File: config.mk
export PLATFORM = sky130hd
export DESIGN_NAME = sccb_master
export DESIGN_NICKNAME = d
export VERILOG_FILES = /design/src/rtl/sccb_pkg.sv /design/src/rtl/sccb_qtr_tick.sv /design/src/rtl/sccb_master.sv
export SDC_FILE = /design/constraint.sdc
export NUM_CORES = 1
export LEC_CHECK = 0
export CORE_MARGIN = 10
export CORE_UTILIZATION = 59
export DETAILED_ROUTE_END_ITERATION = 12
export PLACE_DENSITY = 0.88
export SETUP_SLACK_MARGIN = 0.3
export SYNTH_ARGS = -nofsm -noshare
export SYNTH_HDL_FRONTEND = slang
export SYNTH_HIERARCHICAL = 1
export SYNTH_SLANG_ARGS = --single-unit
export TNS_END_PERCENT = 1
File: constraint.sdc
create_clock -name clk -period 5.74 [get_ports clk]
set_input_delay 0.574 -clock clk [delete_from_list [all_inputs] [get_ports clk]]
set_output_delay 0.574 -clock clk [all_outputs]
set_load 0.02 [all_outputs]
File: src/rtl/sccb_pkg.sv
// Shared types and constants for the write-only SCCB master.
// Bit indices count from 0 at the first transmitted bit of the 27-bit word.
package sccb_pkg;

  typedef enum logic [2:0] {
    ST_IDLE  = 3'd0,
    ST_START = 3'd1,
    ST_BITS  = 3'd2,
    ST_STOP  = 3'd3,
    ST_GAP   = 3'd4
  } sccb_state_e;

  localparam int SCCB_BITS = 27;

  localparam logic [4:0] DC_BIT0 = 5'd8;
  localparam logic [4:0] DC_BIT1 = 5'd17;
  localparam logic [4:0] DC_BIT2 = 5'd26;

  localparam logic [1:0] Q0 = 2'd0;
  localparam logic [1:0] Q1 = 2'd1;
  localparam logic [1:0] Q2 = 2'd2;
  localparam logic [1:0] Q3 = 2'd3;

  // Don't-care bits are where the slave would drive its (ignored) response.
  function automatic logic is_dc_bit(input logic [4:0] idx);
    return (idx == DC_BIT0) || (idx == DC_BIT1) || (idx == DC_BIT2);
  endfunction

endpackage

File: src/rtl/sccb_qtr_tick.sv
// Quarter-bit timebase: one-clock tick every QTR clocks, realigned when a
// transaction is accepted so START q0 always lasts a full quarter.
module sccb_qtr_tick #(
  parameter int QTR = 2
) (
  input  logic clk,
  input  logic rst_n,
  input  logic restart,
  output logic tick
);

  localparam int CW = (QTR > 1) ? $clog2(QTR) : 1;
  localparam logic [CW-1:0] LAST = CW'(QTR - 1);

  logic [CW-1:0] cnt;

  always_ff @(posedge clk or negedge rst_n) begin
    if (!rst_n) begin
      cnt <= '0;
    end else if (restart || (cnt == LAST)) begin
      cnt <= '0;
    end else begin
      cnt <= cnt + CW'(1);
    end
  end

  assign tick = (cnt == LAST);

endmodule

File: src/rtl/sccb_master.sv
// Write-only SCCB master: one accepted request becomes one 3-phase write
// (ID+W, sub-address, data) with START/STOP framing and a trailing bus-free gap.
module sccb_master
  import sccb_pkg::*;
#(
  parameter int CLK_FREQ_HZ  = 100_000_000,
  parameter int SCCB_FREQ_HZ = 100_000
) (
  input  logic       clk,
  input  logic       rst_n,
  input  logic       req_valid,
  output logic       req_ready,
  input  logic [6:0] req_id,
  input  logic [7:0] req_addr,
  input  logic [7:0] req_data,
  output logic       busy,
  output logic       done,
  output logic       sioc,
  output logic       siod_o,
  output logic       siod_t
);

  localparam int QTR = CLK_FREQ_HZ / (4 * SCCB_FREQ_HZ);

  if (QTR < 2) begin : g_qtr_check
    $error("sccb_master: CLK_FREQ_HZ/(4*SCCB_FREQ_HZ) must be at least 2");
  end

  // Handshake: a request transfers on a clock where req_valid && req_ready;
  // req_ready is high only in IDLE and inputs are captured on that clock only.
  sccb_state_e state, state_n;
  logic [1:0]  qtr, qtr_n;
  logic [4:0]  bit_cnt, bit_cnt_n;
  logic [26:0] shift, shift_n;
  logic        accept;
  logic        tick;
  logic        sioc_n, siod_o_n, siod_t_n;

  assign accept = req_valid && req_ready;
  assign busy   = ~req_ready;

  sccb_qtr_tick #(.QTR(QTR)) u_qtr_tick (
    .clk     (clk),
    .rst_n   (rst_n),
    .restart (accept),
    .tick    (tick)
  );

  always_comb begin
    state_n   = state;
    qtr_n     = qtr;
    bit_cnt_n = bit_cnt;
    shift_n   = shift;
    if (state == ST_IDLE) begin
      if (accept) begin
        state_n   = ST_START;
        qtr_n     = Q0;
        bit_cnt_n = 5'd0;
        // Don't-care slots hold 1; the line is released during them anyway.
        shift_n   = {req_id, 1'b0, 1'b1, req_addr, 1'b1, req_data, 1'b1};
      end
    end else if (tick) begin
      qtr_n = qtr + 2'd1;
      if (qtr == Q3) begin
        case (state)
          ST_START: begin
            state_n   = ST_BITS;
            bit_cnt_n = 5'd0;
          end
          ST_BITS: begin
            if (bit_cnt == 5'(SCCB_BITS - 1)) begin
              state_n = ST_STOP;
            end else begin
              bit_cnt_n = bit_cnt + 5'd1;
              shift_n   = {shift[25:0], 1'b1};
            end
          end
          ST_STOP: state_n = ST_GAP;
          default: state_n = ST_IDLE;
        endcase
      end
    end
  end

  // Outputs are decoded from the next state and registered, so every pin
  // changes exactly on a quarter boundary with no combinational glitches.
  always_comb begin
    sioc_n   = 1'b1;
    siod_o_n = 1'b1;
    siod_t_n = 1'b1;
    case (state_n)
      ST_START: begin
        sioc_n   = (qtr_n != Q3);
        siod_t_n = 1'b0;
        siod_o_n = (qtr_n == Q0);
      end
      ST_BITS: begin
        sioc_n   = qtr_n[1];
        siod_t_n = is_dc_bit(bit_cnt_n);
        siod_o_n = shift_n[26];
      end
      ST_STOP: begin
        sioc_n   = (qtr_n != Q0);
        siod_t_n = 1'b0;
        siod_o_n = (qtr_n == Q3);
      end
      default: begin
        sioc_n   = 1'b1;
        siod_o_n = 1'b1;
        siod_t_n = 1'b1;
      end
    endcase
  end

  always_ff @(posedge clk or negedge rst_n) begin
    if (!rst_n) begin
      state     <= ST_IDLE;
      qtr       <= Q0;
      bit_cnt   <= 5'd0;
      shift     <= '0;
      sioc      <= 1'b1;
      siod_o    <= 1'b1;
      siod_t    <= 1'b1;
      req_ready <= 1'b1;
      done      <= 1'b0;
    end else begin
      state     <= state_n;
      qtr       <= qtr_n;
      bit_cnt   <= bit_cnt_n;
      shift     <= shift_n;
      sioc      <= sioc_n;
      siod_o    <= siod_o_n;
      siod_t    <= siod_t_n;
      req_ready <= (state_n == ST_IDLE);
      done      <= (state == ST_STOP) && (state_n == ST_GAP);
    end
  end

endmodule

==> results of run 1 <==
==> cells in the mapped netlist, types with 3 or more instances <==
cell type / number
dfstp_2: 4
nand2_1: 57
o21bai_1: 3
ha_1: 5
buf_2: 5
a21o_1: 3
o22ai_1: 3
nand4b_1: 3
nand4_1: 3
a22oi_1: 24
nand3_1: 9
dfrtp_1: 46
clkbuf_1: 4
xnor2_1: 5
inv_1: 11
a311oi_1: 3
nor2_1: 14
a21oi_1: 4
==> worst max-delay path, delay by kind of cell, from the launching register on <==
kind / cells / cell delay [ns]
fa+ha+maj: 1 / 0.14
buf+inv: 3 / 0.66
flops: 1 / 0.44
simple gates: 7 / 1.27
==> registers in the layout, indices dropped and copies added, names as in the netlist, 2 cells and up <==
register,cells
shift,27
u_qtr_tick/cnt,8
bit_cnt,5
state,3
qtr,2
==> routing by layer <==
| layer | vias to the layer above | track usage |
|---|---|---|
| met5 | - | 0 |
| met4 | 0 | 0.0763 |
| met3 | 16 | 0.0641 |
| met2 | 65 | 0.258 |
| met1 | 966 | 0.173 |
| li1 | 973 | - |
==> per-stage QoR <==
step                power [mW]  hold slack, ns   util  instance area (um2)
floorplan                0.684           0.278      -                 2530
global placement         0.761           0.442  0.702                 2870
CTS                      0.988           0.365  0.724                 2960
detailed placement       0.778           0.461  0.702                 2870
finish                   0.982           0.344  0.724                 2960
global route              1.05           0.389  0.724                 2960
==> worst paths after layout <==
kind | end | slack [ns] | cells after the start
max reg2reg | shift[22] | 3.11 | 11
min reg2reg | shift[19] | 0.47 | 2
min | bit_cnt[1] | 0.34 | 2
max | shift[22] | 3.11 | 11
max in group asynchronous | u_qtr_tick/cnt[0] | 4.98 | 2
min in group clk | shift[19] | 0.47 | 2
==> kinds of logic (layout without fill, tap and decap cells) <==
family	count (synthesis)	after routing
compound gates	59	59
xor+xnor	7	7
fa+ha+maj	5	5
buf+inv	23	54
flops	50	50
mux	2	2
simple gates	109	109
==> report_power, final <==
part / total, mW / switching [mW] / internal [mW]
clock: 0.211 / 0.125 / 0.0858
sequential: 0.519 / 0.0762 / 0.443
combinational: 0.252 / 0.132 / 0.120
total: 0.982 / 0.334 / 0.649
==> area by class of cell <==
type                       count  area, um2  share of cell area
clock buffer                   5       68.8              0.0232
clock inverter                 3       21.3             0.00719
inverter                      11       41.3              0.0139
multi-input combinational    182       1170               0.397
sequential                    50       1260               0.424
tap                           50       62.6              0.0211
timing repair buffer          35        335               0.113
==> flow_summary.toml, run 1 <==
[outcome]
status = "complete, no violations"

[sta]
hold_viol_final = 0
fin_crit_sh = 0.458
relSlewSlack = 0.507
setup_viol_count_final = 0
skew_ns = 0.0191
worstMarginPinSlew_ns = 0.739
period_minus_slack_ns = 2.63
slew_violations = 0
setup_slack_ns = 3.11
fmax_mhz = 381
rsz0062_at_grt = "no"
finalSetupTns_ns = 0

[logic_synthesis]
synth_cell_types = 57
synth_flop_cell = "dfrtp_1"
async_flop_share = 1.00
synth.mux.area_fraction = 0.00791
synth_nets = 286
synth_cells = 255
synth.area.top_cells = "dfrtp_1 45%, nand2_1 8.5%, a22oi_1 7.1%"
synth_edf_count = 0
avgSynthCellArea_um2 = 9.92
synth_seq_cells = 50
yosysSeqAreaShare = 0.497
synthSimpleGateAreaFrac = 0.214
synth_xor_xnor_area_share = 0.0242
synth_compound_area_frac = 0.190
synth_top_area_share = 0.455
synth_area_um2 = 2530
ys_warn_count = 6
synth_top_family_by_area = "simple AND/OR/NAND/NOR gates"
synth_top_area_cell = "dfrtp_1"
synthAdderAreaFrac = 0.0247

[detailed_routing]
num_vias = 2020
route.top_layer_used = "met4"
vias_per_cell = 6.01
met1_length_mm = 2.27
first_iter_violations = 214
wire_per_inst_um = 16.4
dr_wl_met3_um = 373
wl_met2_mm = 2.77
drc = 0
antenna_left = 0
wl_mm = 5.53
dr.pass1.iters = 5

[finish]
n_antenna_cell = 0
nets = 316
stdcell_count = 336
drive_gt1_frac = 0.115
layout_commonest_cell = "nand2_1"
fillers = 315
syn_to_final_growth_pct = 17.0
layout_common_cells = "57 x nand2_1, 46 x dfrtp_1, 30 x clkdlybuf4s50_1, 24 x a22oi_1, 14 x nor2_1"

[grt]
antenna_found_initial = 0
grt_pass1_wl_mm = 9.45
grt_max_degree = 51
grt_use_total = 0.158
grt-ovfl-total = 0
grt_pass1_vias = 2072

[clock_tree]
clockBufferDepth = 2
cts.sinks = 50
numCtsBuffers = 5
clock_latency_ns = 0.32
h-tree-depth = 2
postCtsSetupBuffers = 0
cts_tree = "done"
clk_pin_slew_ns = 0.10
cts_resized = 0
holdBufCountCts = 0
cts_root_buf = "clkbuf_8"

[critical_path]
setup.worst_path.end_class = "flop"
crit_start = "u_qtr_tick/cnt[1]"
cp.required_ns = 5.95
max_stage_delay_ns = 0.44
crit_chain = "inv_1, ha_1, and4b_4, and3_2, nand3_2, nor4b_4, buf_4, nor2_1, buf_4, nand2_1, nand2_1"
criticalPathCategory = "flop to flop"
r2r-start = "u_qtr_tick/cnt[1]"
cp_max_fo = 30
cp_slowest_cell = "dfrtp_1"
start_kind = "flop"
cp_data_arrival_time_ns = 2.83

[place]
gp_congestion = 0.827
dp_hpwl_mm = 3.91
portBuffers = 31
dp_cells = 328
pre_cts_ws_ns = 3.12

[die]
die_y_um = 85.5
design.core.area_um2 = 4090
die_w_um = 85.5
io_pins = 32
num_rows = 23
initial_core_util = 0.619
dieArea_um2 = 7310

[power]
leakagePower_nw = 1.32
ir_drop_mv = 0.228
p_per_area_nw_per_um2 = 332

[flow_run]
maxCapViolCount = 0

[hold_path]
worstHoldPathType = "input port to asynchronous set/reset pin"
Power figures use the tool's default switching activity.
==> run 2, diff against run 1 <==
- CORE_UTILIZATION: 59 -> 55
- PLACE_DENSITY: 0.88 -> 0.83
- clock period: 5.74 -> 2.7 ns (I/O delays scaled with it)
==> flow_summary.toml, run 2 (same netlist as run 1, synthesis figures left out) <==
[grt]
grt_use_total = 0.146
antenna_found_initial = 0
grt_pass1_vias = 1947
grt-ovfl-total = 0
grt_max_degree = 51
grt_pass1_wl_mm = 9.20

[die]
initial_core_util = 0.573
design.core.area_um2 = 4410
io_pins = 32
die_y_um = 87.8
dieArea_um2 = 7710
num_rows = 24
die_w_um = 87.8

[critical_path]
cp_max_fo = 6
r2r-start = "u_qtr_tick/cnt[1]"
cp_data_arrival_time_ns = 2.59
r2r_cells = 10
rrSetupSlack_ns = 0.36
setup.worst_path.end_class = "flop"
cp.required_ns = 2.95
start_kind = "flop"
criticalPathCategory = "flop to flop"
worstReg2RegEnd = "siod_t"

[finish]
fillers = 335
stdcell_area_um2 = 3080
layout_commonest_cell = "nand2_1"
multi_input_area_um2 = 1200
largest-register = "shift"
drive_gt1_frac = 0.163
layout_common_cells = "57 x nand2_1, 45 x dfrtp_1, 30 x clkdlybuf4s50_1, 24 x a22oi_1, 13 x nor2_1"
ff_latch_area_um2 = 1260
reg_top3 = "shift x27, u_qtr_tick/cnt x8, bit_cnt x5"
nets = 325
largest_reg_flops = 27
n_antenna_cell = 0
syn_to_final_growth_pct = 21.7

[clock_tree]
clock_latency_ns = 0.31
clockBufferDepth = 2
numCtsBuffers = 5
cts_root_buf = "clkbuf_8"
cts_tree = "done"
holdBufCountCts = 0
h-tree-depth = 2
cts.sinks = 50
clk_pin_slew_ns = 0.10

[power]
p_per_area_nw_per_um2 = 692
leakagePower_nw = 1.38
ir_drop_mv = 0.390

[sta]
slew_violations = 0
period_minus_slack_ns = 2.34
finalSetupTns_ns = 0
skew_ns = 0.00853
fmax_mhz = 427
fin_crit_sh = 0.867
setup_viol_count_final = 0
rsz0062_at_grt = "yes"
hold_viol_final = 0
relSlewSlack = 0.559
worstMarginPinSlew_ns = 0.661

[place]
portBuffers = 31
gp_congestion = 0.858
dpl_cell_area_um2 = 2900
dp_hpwl_mm = 3.88

[detailed_routing]
drc = 0
num_vias = 2063
dr.pass1.iters = 4
first_iter_violations = 168
antenna_left = 0
vias_per_cell = 5.95
wire_per_inst_um = 16.1
wl_mm = 5.58

[flow_run]
maxCapViolCount = 0

[outcome]
status = "complete, no violations"

[hold_path]
worstHoldPathType = "input port to asynchronous set/reset pin"
[run 2: cell count changes in the layout (fill, tap and decap cells not counted), sizes merged]
cell / change
buf: +9
clkinvlp: -1
inv: +1
[run 2: where the power goes]
part / total [mW] / switching (mW) / leakage [nW] / internal, mW
combinational: 0.562 / 0.289 / 0.715 / 0.273
sequential: 1.10 / 0.159 / 0.617 / 0.943
clock: 0.467 / 0.275 / 0.0502 / 0.192
total: 2.13 / 0.723 / 1.38 / 1.41
[run 2: worst max path at each step]
| stage | from | end |
|---|---|---|
| after floorplan | u_qtr_tick/cnt[1] | shift[1] |
| after global placement | u_qtr_tick/cnt[1] | sioc |
| after detailed placement | u_qtr_tick/cnt[1] | sioc |
| after CTS | u_qtr_tick/cnt[1] | sioc |
| after global routing | u_qtr_tick/cnt[1] | siod_t |
| final | u_qtr_tick/cnt[1] | siod_t |
[run 2: layer usage]
layer / vias up / GRT usage / wire length, um
met2: 54 / 0.220 / 2640
met4: 0 / 0.0478 / 64
li1: 991 / - / -
met1: 1011 / 0.197 / 2550
met5: - / 0 / 0
met3: 7 / 0.0427 / 326
[run 2: timing repair]
| action | CTS | global route |
|---|---|---|
| pin swaps | 0 | 3 |
| buffers inserted | 0 | 4 |
| gates resized for setup | 2 | 13 |
| cloned | 0 | 2 |
| endpoints found under the setup margin | 4 | 26 |
[run 2: through the flow]
step,utilization,cells,setup slack [ns],power (mW),hold slack [ns]
final,0.698,347,0.359,2.13,0.0354
after CTS,0.680,341,0.303,2.12,0.0587
after floorplan,-,255,0.474,1.45,-0.0256
after global routing,0.698,347,0.243,2.27,0.0798
after detailed placement,0.656,333,0.268,1.65,0.410
after global placement,0.656,333,0.346,1.62,0.411
[run 2: worst max-delay path, stage by stage (launching register included)]
cell      delay, ns
dfrtp_1        0.41
inv_1          0.06
ha_1           0.13
and4b_4        0.26
and3_4         0.26
nand2_2        0.13
a211o_1        0.25
a32o_1         0.29
a211oi_2       0.25
nand4_1        0.14
nand3_1        0.11
[run 2: final cells by class]
| class | instances | share of cell area |
|---|---|---|
| clock buffer | 5 | 0.0223 |
| clock inverter | 3 | 0.00935 |
| inverter | 11 | 0.0134 |
| multi-input combinational | 182 | 0.391 |
| sequential | 50 | 0.408 |
| tap | 52 | 0.0211 |
| timing repair buffer | 44 | 0.134 |
==> run 3, diff against run 2 <==
- CTS_CLUSTER_SIZE: default -> 25
- SYNTH_HIERARCHICAL: 1 -> default
==> flow_summary.toml, run 3 <==
[logic_synthesis]
ys_top_cells_by_count = "59 x nand2_1, 46 x dfrtp_1, 23 x a22oi_1"
synth_area_um2 = 2550
synth_top_area_share = 0.451
synth_top_area_cell = "dfrtp_1"
synth_most_common_cell = "nand2_1"
ys_warn_count = 0
synth_cell_types = 57
yosysSeqAreaShare = 0.492
synth.area.top_cells = "dfrtp_1 45%, nand2_1 8.7%, a22oi_1 6.8%"
synth_nets = 290
synth_flop_cell = "dfrtp_1"
synth_edf_count = 0
async_flop_share = 1.00
synth_cells = 259
synth_seq_cells = 50
avgSynthCellArea_um2 = 9.86

[critical_path]
r2r_cells = 8
criticalPathCategory = "flop to flop"
start_kind = "flop"
setup.worst_path.end_class = "flop"
r2r-start = "u_qtr_tick.cnt[0]"
rrSetupSlack_ns = 0.47
worstReg2RegEnd = "siod_t"
cp_max_fo = 5
cp.required_ns = 2.92
cp_data_arrival_time_ns = 2.45

[sta]
slew_violations = 0
fin_hold_ws_ns = 0.135
skew_ns = 0.00922
setup_slack_ns = 0.471
fmax_mhz = 449
period_minus_slack_ns = 2.23
rsz0062_at_grt = "no"
relSlewSlack = 0.312
finalSetupTns_ns = 0
setup_viol_count_final = 0
hold_viol_final = 0
worstMarginPinSlew_ns = 1.03
fin_crit_sh = 0.825

[place]
dpl_cell_area_um2 = 2920
dp_hpwl_mm = 3.89
portBuffers = 31
gp_congestion = 0.886
dp_cells = 338
pre_cts_ws_ns = 0.511

[finish]
multi_input_area_um2 = 1220
fillers = 345
stdcell_count = 346
reg_top3 = "shift x27, u_qtr_tick.cnt x8, bit_cnt x5"
largest-register = "shift"
drive_gt1_frac = 0.146
fin_util = 0.692
n_antenna_cell = 0
largest_reg_flops = 27
stdcell_area_um2 = 3060
syn_to_final_growth_pct = 19.8
layout_common_cells = "59 x nand2_1, 46 x dfrtp_1, 30 x clkdlybuf4s50_1, 22 x a22oi_1, 17 x nor2_1"
layout_commonest_cell = "nand2_1"
nets = 324
ff_latch_area_um2 = 1260

[grt]
antenna_found_initial = 0
grt_pass1_vias = 1990
grt_pass1_wl_mm = 9.32
grt_max_degree = 50
grt_use_total = 0.149
grt-ovfl-total = 0

[die]
initial_core_util = 0.578
design.core.area_um2 = 4410
io_pins = 32
die_w_um = 88.1
num_rows = 24
dieArea_um2 = 7770
die_y_um = 88.1

[power]
ir_drop_mv = 0.400
p_per_area_nw_per_um2 = 444
p_total_mw = 1.36
leakagePower_nw = 1.49

[detailed_routing]
num_vias = 2007
antenna_left = 0
first_iter_violations = 122
wl_mm = 5.64
wire_per_inst_um = 16.3
vias_per_cell = 5.80
dr.pass1.iters = 4
drc = 0

[clock_tree]
clock_latency_ns = 0.30
holdBufCountCts = 0
clockBufferDepth = 2
postCtsSetupBuffers = 0
clk_pin_slew_ns = 0.09
cts_resized = 0
h-tree-depth = 2
cts_tree = "done"
cts.sinks = 50
cts_root_buf = "clkbuf_8"
numCtsBuffers = 5

[hold_path]
worstHoldPathType = "input port to asynchronous set/reset pin"

[outcome]
status = "complete, no violations"

[flow_run]
maxCapViolCount = 0
[run 3: layer usage]
| metal | up-vias | GRT usage | wire length, um |
|---|---|---|---|
| li1 | 987 | - | - |
| met1 | 966 | 0.184 | 2500 |
| met2 | 40 | 0.240 | 2730 |
| met3 | 14 | 0.0418 | 277 |
| met4 | 0 | 0.0613 | 128 |
| met5 | - | 0 | 0 |
[run 3: report_power, final]
part | switching (mW) | leakage (nW) | internal, mW
clock network | 0.251 | 0.0618 | 0.305
registers | 0 | 0.639 | 0.748
logic | 0.0196 | 0.785 | 0.0321
total | 0.270 | 1.49 | 1.09
[run 3: cell families (layout without fill, tap and decap cells)]
group           count (synthesis)  in the layout  share of synthesized area
compound gates                 56             56                      0.169
xor+xnor                        5              5                     0.0172
fa+ha+maj                       5              5                     0.0245
buf+inv                        20             55                     0.0377
flops                          50             50                      0.492
mux                             5              5                     0.0196
simple gates                  118            118                      0.240
[run 3: critical path: stages, from the launching register on]
cell and delay (ns):
dfrtp_1 0.43, ha_1 0.28, and4b_4 0.24, a31oi_1 0.30, and3_2 0.25, nor2_2 0.05, o41ai_2 0.32, a21oi_1 0.07
a211oi_1 0.21
[run 3: area by class of cell]
cell class	count	area share
Tap cell	52	0.0213
Clock buffer	6	0.0270
Sequential cell	50	0.411
Clock inverter	2	0.0127
Multi-Input combinational cell	189	0.399
Timing Repair Buffer	39	0.120
Inverter	8	0.00982
[run 3: how the worst max path moves through the flow]
stage / cells past startpoint / to / slack (ns) / start
2_1_floorplan: 8 / siod_t / 0.69 / u_qtr_tick.cnt[0]
3_3_place_gp: 7 / sioc / 0.57 / state[2]
3_5_place_dp: 8 / siod_t / 0.51 / u_qtr_tick.cnt[0]
4_1_cts: 7 / siod_o / 0.46 / state[2]
5_1_grt: 8 / siod_t / 0.35 / u_qtr_tick.cnt[0]
6_report: 8 / siod_t / 0.47 / u_qtr_tick.cnt[0]
